===== src/rtl/scoreboard_pkg.sv =====
// -----------------------------------------------------------------------------
// scoreboard_pkg
// Shared types and constants for the scoreboard seven-segment display path.
//   bcd_t   : one BCD score digit (codes 10..15 are treated as invalid)
//   seg_t   : seven-segment pattern, bit order {g,f,e,d,c,b,a}, logic-high = lit
//   slot_t  : digit slot index; slot 0 is the rightmost digit on the display
// -----------------------------------------------------------------------------
package scoreboard_pkg;

  typedef logic [3:0] bcd_t;
  typedef logic [6:0] seg_t;
  typedef logic [1:0] slot_t;

  localparam seg_t SEG_0    = 7'h3F;
  localparam seg_t SEG_1    = 7'h06;
  localparam seg_t SEG_2    = 7'h5B;
  localparam seg_t SEG_3    = 7'h4F;
  localparam seg_t SEG_4    = 7'h66;
  localparam seg_t SEG_5    = 7'h6D;
  localparam seg_t SEG_6    = 7'h7D;
  localparam seg_t SEG_7    = 7'h07;
  localparam seg_t SEG_8    = 7'h7F;
  localparam seg_t SEG_9    = 7'h6F;
  localparam seg_t SEG_DASH = 7'h40;
  localparam seg_t SEG_OFF  = 7'h00;

  // Scan order: away score on the right, home score on the left.
  localparam slot_t SLOT_AWAY_U = 2'd0;
  localparam slot_t SLOT_AWAY_T = 2'd1;
  localparam slot_t SLOT_HOME_U = 2'd2;
  localparam slot_t SLOT_HOME_T = 2'd3;

  // Tens slots are the only ones subject to leading-zero blanking.
  function automatic logic is_tens_slot(input slot_t s);
    return (s == SLOT_AWAY_T) || (s == SLOT_HOME_T);
  endfunction

endpackage


===== src/rtl/scoreboard_display_driver_if.sv =====
// -----------------------------------------------------------------------------
// scoreboard_display_driver_if
// Bundles the score inputs and the LED display outputs of the display driver.
//   home_bcd1/home_bcd0 : home tens / units       (master -> slave)
//   away_bcd1/away_bcd0 : away tens / units       (master -> slave)
//   blank_lz            : blank a zero tens digit (master -> slave)
//   blink               : blink whole display     (master -> slave)
//   seg/dp/an           : registered display drive (slave -> master)
//   frame_start         : one-cycle frame pulse    (slave -> master)
// Handshake: there is no valid/ready pair. Score inputs are levels that the
// slave samples only on its internal snapshot edge once per frame; the
// master may change them at any time and frame_start tells it when the last
// sample was taken.
// -----------------------------------------------------------------------------
interface scoreboard_display_driver_if;
  import scoreboard_pkg::*;

  bcd_t       home_bcd1;
  bcd_t       home_bcd0;
  bcd_t       away_bcd1;
  bcd_t       away_bcd0;
  logic       blank_lz;
  logic       blink;
  seg_t       seg;
  logic       dp;
  logic [3:0] an;
  logic       frame_start;

  modport master (
    output home_bcd1, home_bcd0, away_bcd1, away_bcd0, blank_lz, blink,
    input  seg, dp, an, frame_start
  );

  modport slave (
    input  home_bcd1, home_bcd0, away_bcd1, away_bcd0, blank_lz, blink,
    output seg, dp, an, frame_start
  );

endinterface


===== src/rtl/bcd_to_7seg.sv =====
// -----------------------------------------------------------------------------
// bcd_to_7seg
// Combinational 4-bit code to seven-segment pattern decoder.
//   code    in  4  BCD code; 10..15 decode to a dash
//   pattern out 7  {g,f,e,d,c,b,a}, logic-high = lit
// -----------------------------------------------------------------------------
module bcd_to_7seg
  import scoreboard_pkg::*;
(
  input  bcd_t code,
  output seg_t pattern
);

  always_comb begin
    pattern = SEG_DASH;
    case (code)
      4'd0:    pattern = SEG_0;
      4'd1:    pattern = SEG_1;
      4'd2:    pattern = SEG_2;
      4'd3:    pattern = SEG_3;
      4'd4:    pattern = SEG_4;
      4'd5:    pattern = SEG_5;
      4'd6:    pattern = SEG_6;
      4'd7:    pattern = SEG_7;
      4'd8:    pattern = SEG_8;
      4'd9:    pattern = SEG_9;
      default: pattern = SEG_DASH;
    endcase
  end

endmodule


===== src/rtl/scoreboard_display_driver.sv =====
// -----------------------------------------------------------------------------
// scoreboard_display_driver
// Time-multiplexed four-digit seven-segment driver for the home/away scores.
// Each digit owns a slot of CLKS_PER_DIGIT clocks; the first BLANK_CLKS of a
// slot keep every anode off to hide ghosting while the segment bus settles.
// Scores are copied into shadow registers once per frame (end of slot 3) so
// the display never tears mid-scan.
//   clk    in   clock
//   reset  in   asynchronous, active-high; blanks the display immediately
//   bus    slave modport of scoreboard_display_driver_if
// Parameters:
//   CLKS_PER_DIGIT >= 4, 1 <= BLANK_CLKS < CLKS_PER_DIGIT,
//   BLINK_FRAMES frames per blink half-period, SEG_ACTIVE_LOW output polarity.
// -----------------------------------------------------------------------------
module scoreboard_display_driver
  import scoreboard_pkg::*;
#(
  parameter int CLKS_PER_DIGIT = 50000,
  parameter int BLANK_CLKS     = 16,
  parameter int BLINK_FRAMES   = 125,
  parameter bit SEG_ACTIVE_LOW = 1'b1
) (
  input logic                        clk,
  input logic                        reset,
  scoreboard_display_driver_if.slave bus
);

  localparam int PW = $clog2(CLKS_PER_DIGIT);
  localparam int FW = $clog2(BLINK_FRAMES + 1);

  localparam logic [PW-1:0] PCNT_LAST  = PW'(CLKS_PER_DIGIT - 1);
  localparam logic [PW-1:0] PCNT_BLANK = PW'(BLANK_CLKS);
  localparam logic [FW-1:0] FCNT_LAST  = FW'(BLINK_FRAMES - 1);

  // XOR masks that turn logical "active" into the physical pin level.
  localparam seg_t       SEG_INV = {7{SEG_ACTIVE_LOW}};
  localparam logic [3:0] AN_INV  = {4{SEG_ACTIVE_LOW}};
  localparam logic       DP_INV  = SEG_ACTIVE_LOW;

  logic [PW-1:0] pcnt_q, pcnt_d;
  slot_t         idx_q, idx_d;
  bcd_t          sh_home1_q, sh_home1_d;
  bcd_t          sh_home0_q, sh_home0_d;
  bcd_t          sh_away1_q, sh_away1_d;
  bcd_t          sh_away0_q, sh_away0_d;
  logic          sh_blank_lz_q, sh_blank_lz_d;
  logic [FW-1:0] fcnt_q, fcnt_d;
  logic          phase_on_q, phase_on_d;
  seg_t          seg_q, seg_d;
  logic          dp_q, dp_d;
  logic [3:0]    an_q, an_d;
  logic          frame_start_q, frame_start_d;

  logic  pcnt_last;
  logic  snap;
  logic  display_on;
  logic  active;
  logic  lz_blank;
  bcd_t  cur_digit;
  seg_t  dec_seg;

  // Shadow mux feeding the single shared decoder.
  always_comb begin
    cur_digit = sh_away0_q;
    case (idx_q)
      SLOT_AWAY_U: cur_digit = sh_away0_q;
      SLOT_AWAY_T: cur_digit = sh_away1_q;
      SLOT_HOME_U: cur_digit = sh_home0_q;
      SLOT_HOME_T: cur_digit = sh_home1_q;
      default:     cur_digit = sh_away0_q;
    endcase
  end

  bcd_to_7seg u_dec (
    .code    (cur_digit),
    .pattern (dec_seg)
  );

  always_comb begin
    pcnt_d        = pcnt_q;
    idx_d         = idx_q;
    sh_home1_d    = sh_home1_q;
    sh_home0_d    = sh_home0_q;
    sh_away1_d    = sh_away1_q;
    sh_away0_d    = sh_away0_q;
    sh_blank_lz_d = sh_blank_lz_q;
    fcnt_d        = fcnt_q;
    phase_on_d    = phase_on_q;

    pcnt_last = (pcnt_q == PCNT_LAST);
    snap      = pcnt_last && (idx_q == SLOT_HOME_T);

    // Prescaler and slot index; idx wraps 3 -> 0 naturally in 2 bits.
    pcnt_d = pcnt_last ? '0 : pcnt_q + 1'b1;
    if (pcnt_last) begin
      idx_d = idx_q + 1'b1;
    end

    if (snap) begin
      sh_home1_d    = bus.home_bcd1;
      sh_home0_d    = bus.home_bcd0;
      sh_away1_d    = bus.away_bcd1;
      sh_away0_d    = bus.away_bcd0;
      sh_blank_lz_d = bus.blank_lz;
    end

    // Blink counts frame boundaries only while blink is requested.
    if (!bus.blink) begin
      fcnt_d     = '0;
      phase_on_d = 1'b1;
    end else if (snap) begin
      if (fcnt_q == FCNT_LAST) begin
        fcnt_d     = '0;
        phase_on_d = !phase_on_q;
      end else begin
        fcnt_d = fcnt_q + 1'b1;
      end
    end

    // Using the live blink level lets the display come back on the very
    // next cycle after blink drops, without waiting for phase_on_q.
    display_on = phase_on_q || !bus.blink;
    active     = (pcnt_q >= PCNT_BLANK) && display_on;
    lz_blank   = sh_blank_lz_q && is_tens_slot(idx_q) && (cur_digit == 4'd0);

    an_d          = (active ? (4'b0001 << idx_q) : 4'b0000) ^ AN_INV;
    seg_d         = ((active && !lz_blank) ? dec_seg : SEG_OFF) ^ SEG_INV;
    dp_d          = (active && (idx_q == SLOT_HOME_U)) ^ DP_INV;
    frame_start_d = snap;
  end

  always_ff @(posedge clk or posedge reset) begin
    if (reset) begin
      pcnt_q        <= '0;
      idx_q         <= SLOT_AWAY_U;
      sh_home1_q    <= '0;
      sh_home0_q    <= '0;
      sh_away1_q    <= '0;
      sh_away0_q    <= '0;
      sh_blank_lz_q <= 1'b0;
      fcnt_q        <= '0;
      phase_on_q    <= 1'b1;
      seg_q         <= SEG_INV;
      dp_q          <= DP_INV;
      an_q          <= AN_INV;
      frame_start_q <= 1'b0;
    end else begin
      pcnt_q        <= pcnt_d;
      idx_q         <= idx_d;
      sh_home1_q    <= sh_home1_d;
      sh_home0_q    <= sh_home0_d;
      sh_away1_q    <= sh_away1_d;
      sh_away0_q    <= sh_away0_d;
      sh_blank_lz_q <= sh_blank_lz_d;
      fcnt_q        <= fcnt_d;
      phase_on_q    <= phase_on_d;
      seg_q         <= seg_d;
      dp_q          <= dp_d;
      an_q          <= an_d;
      frame_start_q <= frame_start_d;
    end
  end

  assign bus.seg         = seg_q;
  assign bus.dp          = dp_q;
  assign bus.an          = an_q;
  assign bus.frame_start = frame_start_q;

endmodule


===== src/flat_wrapper.sv =====
// flat-port wrapper written by rule: the top's interface ports become plain ports
module scoreboard_display_driver_flat import scoreboard_pkg::*;
#(
  parameter int CLKS_PER_DIGIT = 50000,
  parameter int BLANK_CLKS     = 16,
  parameter int BLINK_FRAMES   = 125,
  parameter bit SEG_ACTIVE_LOW = 1'b1
)
  (clk, reset, bus_home_bcd1, bus_home_bcd0, bus_away_bcd1, bus_away_bcd0, bus_blank_lz, bus_blink, bus_seg, bus_dp, bus_an, bus_frame_start);
  scoreboard_display_driver_if bus_i ();
  input logic clk;
  input logic reset;
  input wire logic [$bits(bus_i.home_bcd1)-1:0] bus_home_bcd1;
  input wire logic [$bits(bus_i.home_bcd0)-1:0] bus_home_bcd0;
  input wire logic [$bits(bus_i.away_bcd1)-1:0] bus_away_bcd1;
  input wire logic [$bits(bus_i.away_bcd0)-1:0] bus_away_bcd0;
  input wire logic [$bits(bus_i.blank_lz)-1:0] bus_blank_lz;
  input wire logic [$bits(bus_i.blink)-1:0] bus_blink;
  output wire logic [$bits(bus_i.seg)-1:0] bus_seg;
  output wire logic [$bits(bus_i.dp)-1:0] bus_dp;
  output wire logic [$bits(bus_i.an)-1:0] bus_an;
  output wire logic [$bits(bus_i.frame_start)-1:0] bus_frame_start;
  assign bus_i.home_bcd1 = bus_home_bcd1;
  assign bus_i.home_bcd0 = bus_home_bcd0;
  assign bus_i.away_bcd1 = bus_away_bcd1;
  assign bus_i.away_bcd0 = bus_away_bcd0;
  assign bus_i.blank_lz = bus_blank_lz;
  assign bus_i.blink = bus_blink;
  assign bus_seg = bus_i.seg;
  assign bus_dp = bus_i.dp;
  assign bus_an = bus_i.an;
  assign bus_frame_start = bus_i.frame_start;
  scoreboard_display_driver #(.CLKS_PER_DIGIT(CLKS_PER_DIGIT), .BLANK_CLKS(BLANK_CLKS), .BLINK_FRAMES(BLINK_FRAMES), .SEG_ACTIVE_LOW(SEG_ACTIVE_LOW)) u_core (.clk(clk), .reset(reset), .bus(bus_i));
endmodule

===== config.mk =====
export PLATFORM = sky130hd
export DESIGN_NAME = scoreboard_display_driver_flat
export DESIGN_NICKNAME = d
export VERILOG_FILES = /design/src/rtl/scoreboard_pkg.sv /design/src/rtl/scoreboard_display_driver_if.sv /design/src/rtl/bcd_to_7seg.sv /design/src/rtl/scoreboard_display_driver.sv /design/src/flat_wrapper.sv
export SDC_FILE = /design/constraint.sdc
export NUM_CORES = 1
export LEC_CHECK = 0
export CORE_ASPECT_RATIO = 2
export CORE_UTILIZATION = 50
export CTS_CLUSTER_SIZE = 16
export DETAILED_ROUTE_END_ITERATION = 12
export GPL_TIMING_DRIVEN = 1
export HOLD_SLACK_MARGIN = 0.08
export PLACE_DENSITY = 0.75
export SYNTH_ARGS = -nofsm -noshare
export SYNTH_HDL_FRONTEND = slang
export SYNTH_SLANG_ARGS = --single-unit

===== constraint.sdc =====
create_clock -name clk -period 2.05 [get_ports clk]
set_clock_uncertainty 0.1 [all_clocks]
set_input_delay 0.41 -clock clk [delete_from_list [all_inputs] [get_ports clk]]
set_output_delay 0.41 -clock clk [all_outputs]
set_load 0.02 [all_outputs]

# [Word level (Yosys, flattened, before mapping)]
# Memory sizes are Yosys's and may differ from the RTL's.
# Cells that the tools add are included.
[totals] mem_bits_ro=112 mem_count=1 wordCells=53 regBits=56
[op_classes] shifts=1 eq_ne=7 muxes=10 n_reduce_logical=14 add_sub_neg=3 n_lt_le_gt_ge=1 bitwise_logic=3
[mem_list] name="(name not given)" words=16 word_bits=7 read_ports=1 rd_clocked_by_memory_dff=0 wr=0 line="bcd_to_7seg.sv:16" source="case (code)"
[ops] cell="2-to-1 mux 7 bit" count=4
[ops] cell="adder 16 x 1 -> 16 bit (second input constant)" count=1
[ops] cell="== test 16 bit (second input constant)" count=1
[ops] cell=">= comparator 16 x 5 -> 1 bit (second input constant)" count=1
[ops] cell="2-to-1 mux 16 bit" count=1
[ops] cell="one-hot mux 4 bit (4 select lines)" count=1
[ops] cell="adder 7 x 1 -> 7 bit (second input constant)" count=1
[ops] cell="== test 7 bit (second input constant)" count=1
[ops] cell="NOT 7 bit" count=1
[ops] cell="logical AND 1 bit" count=6
[ops] cell="== test 2 bit (second input constant)" count=2
[ops] cell="logical NOT 4 bit" count=1
[ops] cell="2-to-1 mux 4 bit" count=1
[ops] cell="!= test 2 x 1 -> 1 bit (second input constant)" count=2
[ops] cell="NOT 4 bit" count=1
[ops] cell="<< shifter 1 x 2 -> 4 bit (first input constant)" count=1
[ops] cell="logical NOT 1 bit" count=3
[ops] cell="2-to-1 mux 1 bit" count=3
[ops] cell="adder 2 x 1 -> 2 bit (second input constant)" count=1
[ops] cell="== test 2 x 1 -> 1 bit (second input constant)" count=1
[ops] cell="logical NOT 2 bit" count=1
[ops] cell="logical OR 1 bit" count=2
[ops] cell="AND reduction 2 bit" count=1
[ops] cell="NOT 1 bit" count=1

# [Longest topological paths before layout]
# Gate-level depths: netlist of run 1.
[depth] ltp_word=8 depth_mapped=9 depth_no_buf=9

# [Modules after synthesis]
# A second synthesis of run 1 with hierarchy kept.
[hier_totals] cells_unflattened=285 hier_area_um2=2751.4
[modules_own_cells] mod="scoreboard_display_driver" area_per_inst_um2=2526.2 instances=1 cells_each=256
[modules_own_cells] mod="bcd_to_7seg" area_per_inst_um2=225.2 instances=1 cells_each=29

# [Least setup slack after synthesis of run 1]
# No wires, ideal clock.
[synth_path] path_type="register to register" from="register u_core.idx_q[0]" to="register u_core.seg_q[2], in the netlist u_core.bus.seg[2]" path_slack_ns=-0.122 stages_incl_launch_ff=10 t_arrival_ns=1.963 setup_time_ns=0.109 period_less_slack_ns=2.172 cell_sequence="dfrtp_1 inv_1 ha_1 inv_1 mux2i_1 inv_1 ha_1 o211a_1 a21oi_1 o221ai_1"
[synth_via] elab_chain_len=8 elab_cells_between_ends=14 classes_between="eq/ne (3); mux (2); bitwise (1); reduce/logical (7); memory (1)"
[synth_rtl] item="start, declared" line="scoreboard_display_driver.sv:41" source="slot_t idx_q, idx_d;"
[synth_rtl] item="start signal, assigned" line="scoreboard_display_driver.sv:149" source="idx_q <= idx_d;"
[synth_rtl] item="parallel branches: the longest is 6 deep, another holds memory read (16 x 7 bit)"
[synth_rtl] item="2-to-1 mux 7 bit *" line="scoreboard_display_driver.sv:127" source="seg_d = ((active && !lz_blank) ? dec_seg : SEG_OFF) ^ SEG_INV;"
[synth_rtl] item="NOT 7 bit (no source line) *"
[synth_rtl] item="via u_core.seg_d[2]" line="scoreboard_display_driver.sv:49" source="seg_t seg_q, seg_d;"
[synth_rtl] item="end signal, assigned" line="scoreboard_display_driver.sv:157" source="seg_q <= seg_d;"
[synth_rtl] item="end, declared" line="scoreboard_display_driver.sv:49"
# Mark *: on every way through the listed nets, which the timed path passes.
# A chain may end at the register's enable or synchronous reset.

# [Worst setup path after layout of run 1]
[layout_path] from="register u_core.idx_q[0]" to="register u_core.seg_q[0], in the netlist u_core.bus.seg[0]"
# Same word-level chain as after synthesis.

==> flow_summary.yaml, run 1 <==
run_status:
  outcome: "complete, but fails checks"
  violations: "negative setup slack"
critical_path:
  cp_cell_sequence: "inv_4 > ha_1 > inv_2 > mux2i_2 > inv_2 > buf_4 > buf_4 > ha_1 > o21ai_0 > o211ai_1"
  worstPathRequired_ns: 2.18
  critPathBufInv: 5
  path_max_fanout: 4
  critPathMaxStageDelay_ns: 0.45
  cp-start-kind: "flop"
  slowest_stage: "dfrtp_2"
  cp.arrival_ns: 2.27
  crit_family: "buffers and inverters"
  crit_type: "reg -> reg"
  crit_path_end_kind: "flop"
sta:
  min_period_ns: 2.15
  setup_viol: 7
  fin_crit_sh: 1.05
  fmax_ghz: 0.465
  timing.setup.tns_ns: -0.430
  maxSlewViolCount: 0
  fin_ws_ns: -0.0992
  hold_viol_final: 0
  tightest_slew_ns: 0.556
  grt_setup_unrepaired: "true"
  relSlewSlack: 0.630
floorplanning:
  die_w_um: 55.3
  initial_core_util: 0.520
  ios: 33
  dieArea_um2: 6010
  row_count: 38
  core_um2: 5470
  fp.dieH_um: 109
clocking:
  cts-htree-levels: 2
  cts_buffers: 5
  cts_tree: "built"
  clock_latency_ns: 0.31
  cts_root_buf: "clkbuf_8"
  clock_path_buffers: 2
  clkSlewWorstSetupHoldPaths_ns: 0.09
  cts.sinks: 55
  holdBufCountCts: 0
layout:
  finalNetCount: 349
  fin_cells: 376
  final_util: 0.661
  syn_to_final_growth_pct: 27.2
  final_area_um2: 3610
  drive_above_1_share: 0.313
  fill_cells: 420
  diodes: 0
global_route:
  groute.layer.met3.usage: 0.0320
  grt_use_met1: 0.199
  grt-busiest-layer: "met2"
  grt_util_met2: 0.441
  grt_max_degree: 31
  grt_usage: 0.225
  grt_pass1_wl_um: 10300
  antenna_found_initial: 0
  overflow: 0
  grt_pass1_vias: 2316
job:
  drv_cap: 0
drt:
  first_pass_iters: 5
  wl_per_cell_um: 16.7
  antenna_left: 0
  viasPerCell: 5.89
  drc: 0
  finalWirelength_um: 6280
  vias: 2215
  first_iter_violations: 93
logic_synthesis:
  ys_types: 44
  synth_area_um2: 2840
  avgSynthCellArea_um2: 11.3
  yosysSeqAreaShare: 0.490
  yosysWarnings: 0
  synthCells: 251
  synth_seq_cells: 55
  syn-num-nets: 285
power:
  p_sw_frac: 0.209
  p_int_mw: 1.37
  seqPwrFrac: 0.629
  p_switching_mw: 0.362
  clockPowerShare: 0.328
  leakage_nw: 1.56
  combPwrFrac: 0.043
  irDropWorstVdd_uv: 578
  powerDensity_nw_per_um2: 479
placed_design:
  placedCellCount: 364
  io_buffers: 32
  place.gp.congestion: 0.938
  dp_hpwl_um: 4750
  dpl_cell_area_um2: 3440
  pre_cts_ws_ns: -0.136
min_path:
  hp-class: "in -> async"
-- through the flow --
stage               hold slack [ns]  total power, mW
CTS                           0.366             1.76
detailed placement            0.402             1.19
floorplan                     0.368             1.13
global route                  0.382             1.81
global placement              0.388             1.19
finish                        0.365             1.73
-- state kept, by name, summed over array words and instances, names as in the netlist --
signal and flops:
u_core.pcnt_q 16, u_core.phase_on_q 1, u_core.bus.frame_start 1, u_core.sh_away0_q 4
u_core.sh_home1_q 4, u_core.bus.seg 7, u_core.fcnt_q 7, u_core.sh_away1_q 4
u_core.sh_blank_lz_q 1, u_core.sh_home0_q 4, u_core.idx_q 2, u_core.bus.an 4
-- logic make-up after synthesis --
family,synth area share
fa+ha+maj,0.0616
simple gates,0.178
mux,0.0744
flops,0.490
buf+inv,0.0462
xor+xnor,0.0432
compound gates,0.107
-- per-layer routing --
metal	share of wire	wire, um
met3	0.024	148
met4	0.059	371
met5	0	0
met1	0.34	2150
met2	0.58	3610
-- placed cells by master (no fill, tap or decap), types with 8 or more instances in the layout --
cell	count
dfrtp_1	41
clkdlybuf4s50_1	32
buf_4	29
mux2_2	17
nor2_1	15
nand2_1	12
nand3_1	12
dfstp_2	12
inv_1	11
ha_1	9
o21ai_0	8
xor2_1	8
-- power by group through the flow --
stage	Clock [mW]	Combinational (mW)	Sequential, mW
after floorplan	0	0.0200	1.11
after global placement	0	0.0761	1.11
after detailed placement	0	0.0774	1.11
after CTS	0.590	0.0773	1.09
after global routing	0.633	0.0840	1.09
final	0.568	0.0752	1.09
-- cell type report --
| type | count | area (um^2) | area share |
|---|---|---|---|
| sequential | 55 | 1390 | 0.386 |
| multi-input combinational | 171 | 1390 | 0.384 |
| timing repair buffer | 65 | 609 | 0.169 |
| clock buffer | 7 | 76.3 | 0.0211 |
| tap | 60 | 75.1 | 0.0208 |
| inverter | 17 | 66.3 | 0.0184 |
| clock inverter | 1 | 5.00 | 0.00139 |
-- cells in the mapped netlist, drive strengths merged --
| library cell | number | area share |
|---|---|---|
| nor4 | 4 | 0.014 |
| mux2i | 2 | 0.0070 |
| nor2 | 16 | 0.024 |
| xnor2 | 6 | 0.018 |
| and3 | 6 | 0.013 |
| nor2b | 4 | 0.0088 |
| mux2 | 17 | 0.067 |
| nand2b | 1 | 0.0022 |
| and4 | 4 | 0.012 |
| ha | 14 | 0.062 |
| and4b | 1 | 0.0040 |
| a211oi | 3 | 0.0079 |
| o31ai | 3 | 0.0079 |
| o31a | 1 | 0.0031 |
| a31oi | 2 | 0.0044 |
| nand2 | 12 | 0.016 |
| and2 | 1 | 0.0026 |
| a222oi | 4 | 0.014 |
| or2 | 1 | 0.0031 |
| o211a | 1 | 0.0035 |
| o21ai | 8 | 0.014 |
| inv | 17 | 0.022 |
| nand4 | 6 | 0.013 |
| o221a | 3 | 0.012 |
| xor2 | 8 | 0.025 |
| or4 | 3 | 0.0079 |
| o221ai | 4 | 0.012 |
| a21oi | 8 | 0.014 |
| o211ai | 3 | 0.0079 |
| dfrtp | 43 | 0.38 |
| nor3 | 6 | 0.012 |
| buf | 8 | 0.024 |
| or3 | 1 | 0.0022 |
| dfstp | 12 | 0.11 |
| a21o | 1 | 0.0026 |
| nand3 | 15 | 0.040 |
| o32ai | 1 | 0.0031 |
| nor3b | 1 | 0.0026 |
-- worst min-delay path: stages --
cell and delay, ns:
clkdlybuf4s50_1 0.42, inv_2 0.11, buf_12 0.19
-- path summary, 6_finish.rpt --
kind	start	endpoint	slack, ns	cells past startpoint
min in group clk	u_core.pcnt_q[0]$_DFF_PP0_	u_core.pcnt_q[0]$_DFF_PP0_	0.41	1
max reg2reg	u_core.idx_q[0]$_DFFE_PP0N_	u_core.bus.seg[0]$_DFF_PP1_	-0.1	10
min	reset	u_core.sh_home1_q[0]$_DFFE_PP0P_	0.37	3
min reg2reg	u_core.pcnt_q[0]$_DFF_PP0_	u_core.pcnt_q[0]$_DFF_PP0_	0.41	1
max in group asynchronous	reset	u_core.phase_on_q$_DFFE_PP1P_	1.24	3
max	u_core.idx_q[0]$_DFFE_PP0N_	u_core.bus.seg[0]$_DFF_PP1_	-0.1	10
-- timing repair --
item,4_1_cts,5_1_grt
pin swaps,6,6
cloned,0,0
setup buffers,2,2
endpoints found under the setup margin,7,7
resized for setup,7,9
Note: power is estimated with default switching activity, not from simulation.
==> run 2: changes to the inputs <==
- CORE_MARGIN: default -> 5
==> flow_summary.yaml, run 2 (synthesis gave the netlist of run 1 again) <==
power:
  p_sw_frac: 0.204
  combPwrFrac: 0.035
  powerDensity_nw_per_um2: 524
  clockPowerShare: 0.415
  p_switching_mw: 0.404
  irDropWorstVdd_uv: 595
  seqPwrFrac: 0.550
  p_int_mw: 1.58
  leakage_nw: 1.59
run_status:
  violations: "negative setup slack"
  outcome: "complete, but fails checks"
critical_path:
  reg2reg_from: "u_core.idx_q[1]$_DFFE_PP0N_"
  startpoint: "u_core.idx_q[1]$_DFFE_PP0N_"
  cp-start-kind: "flop"
  path_max_fanout: 4
  worstPathRequired_ns: 2.16
  crit_path_end_kind: "flop"
  cp.arrival_ns: 2.33
  crit_type: "reg -> reg"
drt:
  viasPerCell: 5.89
  wl_per_cell_um: 17.7
  finalWirelength_um: 6660
  first_pass_iters: 4
  drc: 0
  first_iter_violations: 234
  vias: 2219
  antenna_left: 0
sta:
  fin_crit_sh: 1.09
  setup_viol: 7
  fin_ws_ns: -0.176
  tightest_slew_ns: 0.800
  whs_ns: 0.388
  grt_setup_unrepaired: "true"
  fmax_ghz: 0.449
  relSlewSlack: 0.465
  hold_viol_final: 0
  maxSlewViolCount: 0
  min_period_ns: 2.23
clocking:
  cts-htree-levels: 2
  cts_buffers: 5
  holdBufCountCts: 0
  clock_latency_ns: 0.29
  cts.sinks: 55
  clock_path_buffers: 2
  cts_root_buf: "clkbuf_16"
  clkSlewWorstSetupHoldPaths_ns: 0.07
  cts_tree: "built"
global_route:
  grt_max_degree: 56
  grt_usage: 0.194
  grt_pass1_vias: 2409
  overflow: 0
  antenna_found_initial: 0
  grt_pass1_wl_um: 11400
job:
  drv_cap: 0
floorplanning:
  die_w_um: 63.3
  ios: 33
  dieArea_um2: 7380
  row_count: 39
  initial_core_util: 0.506
  core_um2: 5610
  fp.dieH_um: 117
layout:
  final_cell_mix: "41 x dfrtp_1, 32 x clkdlybuf4s50_1, 28 x buf_4, 17 x mux2_2, 15 x nor2_1"
  largest_register: "u_core.pcnt_q"
  diodes: 0
  fin_cells: 377
  final_util: 0.674
  drive_above_1_share: 0.358
  finalNetCount: 349
  final_common_cell: "dfrtp_1"
  largest_reg_flops: 16
  syn_to_final_growth_pct: 33.0
min_path:
  hp-class: "in -> async"
placed_design:
  placedCellCount: 360
  place.gp.congestion: 0.909
  io_buffers: 32
  dp_hpwl_um: 4460
run 2: timing repair:
action                     CTS  global route
resized for setup           28             6
pin swaps                   12             6
cloned                       0             0
setup buffers                7             2
setup endpoints to repair    7             7
run 2: layer usage:
| layer | part of all wire | wire [um] | track usage |
|---|---|---|---|
| met1 | 0.39 | 2600 | 0.211 |
| met2 | 0.55 | 3680 | 0.361 |
| met3 | 0.037 | 245 | 0.0327 |
| met4 | 0.021 | 139 | 0.0874 |
| met5 | 0 | 0 | 0 |
run 2: power groups by stage:
stage	clock network (mW)	logic (mW)	registers, mW
global route	0.880	0.0776	1.09
floorplan	0	0.0200	1.11
global placement	0	0.0688	1.11
CTS	0.830	0.0709	1.09
finish	0.823	0.0691	1.09
detailed placement	0	0.0707	1.11
run 2: area by class of cell:
class / count / area [um^2]
tap: 61 / 76.3
fill: 401 / 1830
inverter: 17 / 63.8
clock buffer: 6 / 129
sequential: 55 / 1390
multi-input combinational: 171 / 1490
timing repair buffer: 65 / 613
clock inverter: 2 / 12.5
run 2: stage by stage:
stage	instance area (um^2)	worst slack, ns	TNS (ns)	total power [mW]
2_1_floorplan	2850	0.00302	0	1.13
3_3_place_gp	3390	-0.0134	-0.0341	1.18
3_5_place_dp	3390	-0.285	-1.19	1.18
4_1_cts	3730	-0.115	-0.602	1.99
5_1_grt	3780	-0.251	-1.60	2.05
6_report	3780	-0.176	-1.06	1.98
run 2: path summary, 6_finish.rpt:
path / to / slack [ns] / cells after the start
max in group asynchronous: u_core.bus.seg[0]$_DFF_PP1_ / 1.17 / 3
worst min register to register: u_core.pcnt_q[0]$_DFF_PP0_ / 0.41 / 1
worst max register to register: u_core.bus.seg[2]$_DFF_PP1_ / -0.18 / 10
worst min-delay path: u_core.pcnt_q[4]$_DFF_PP0_ / 0.39 / 3
min in group clk: u_core.pcnt_q[0]$_DFF_PP0_ / 0.41 / 1
worst max-delay path: u_core.bus.seg[2]$_DFF_PP1_ / -0.18 / 10
run 2: critical path, stage by stage (launching register included):
cell and delay, ns:
dfrtp_2 0.44, inv_2 0.08, ha_2 0.21, a222oi_1 0.36, mux2i_2 0.15, inv_2 0.11, ha_4 0.14, o211a_4 0.19
buf_12 0.11, a21oi_4 0.06, o221ai_2 0.19
==> run 3: changes to the inputs <==
- CAP_MARGIN: default -> 5
==> results of run 3 <==
The final DEF is identical to that of run 2; final timing and power are the same.
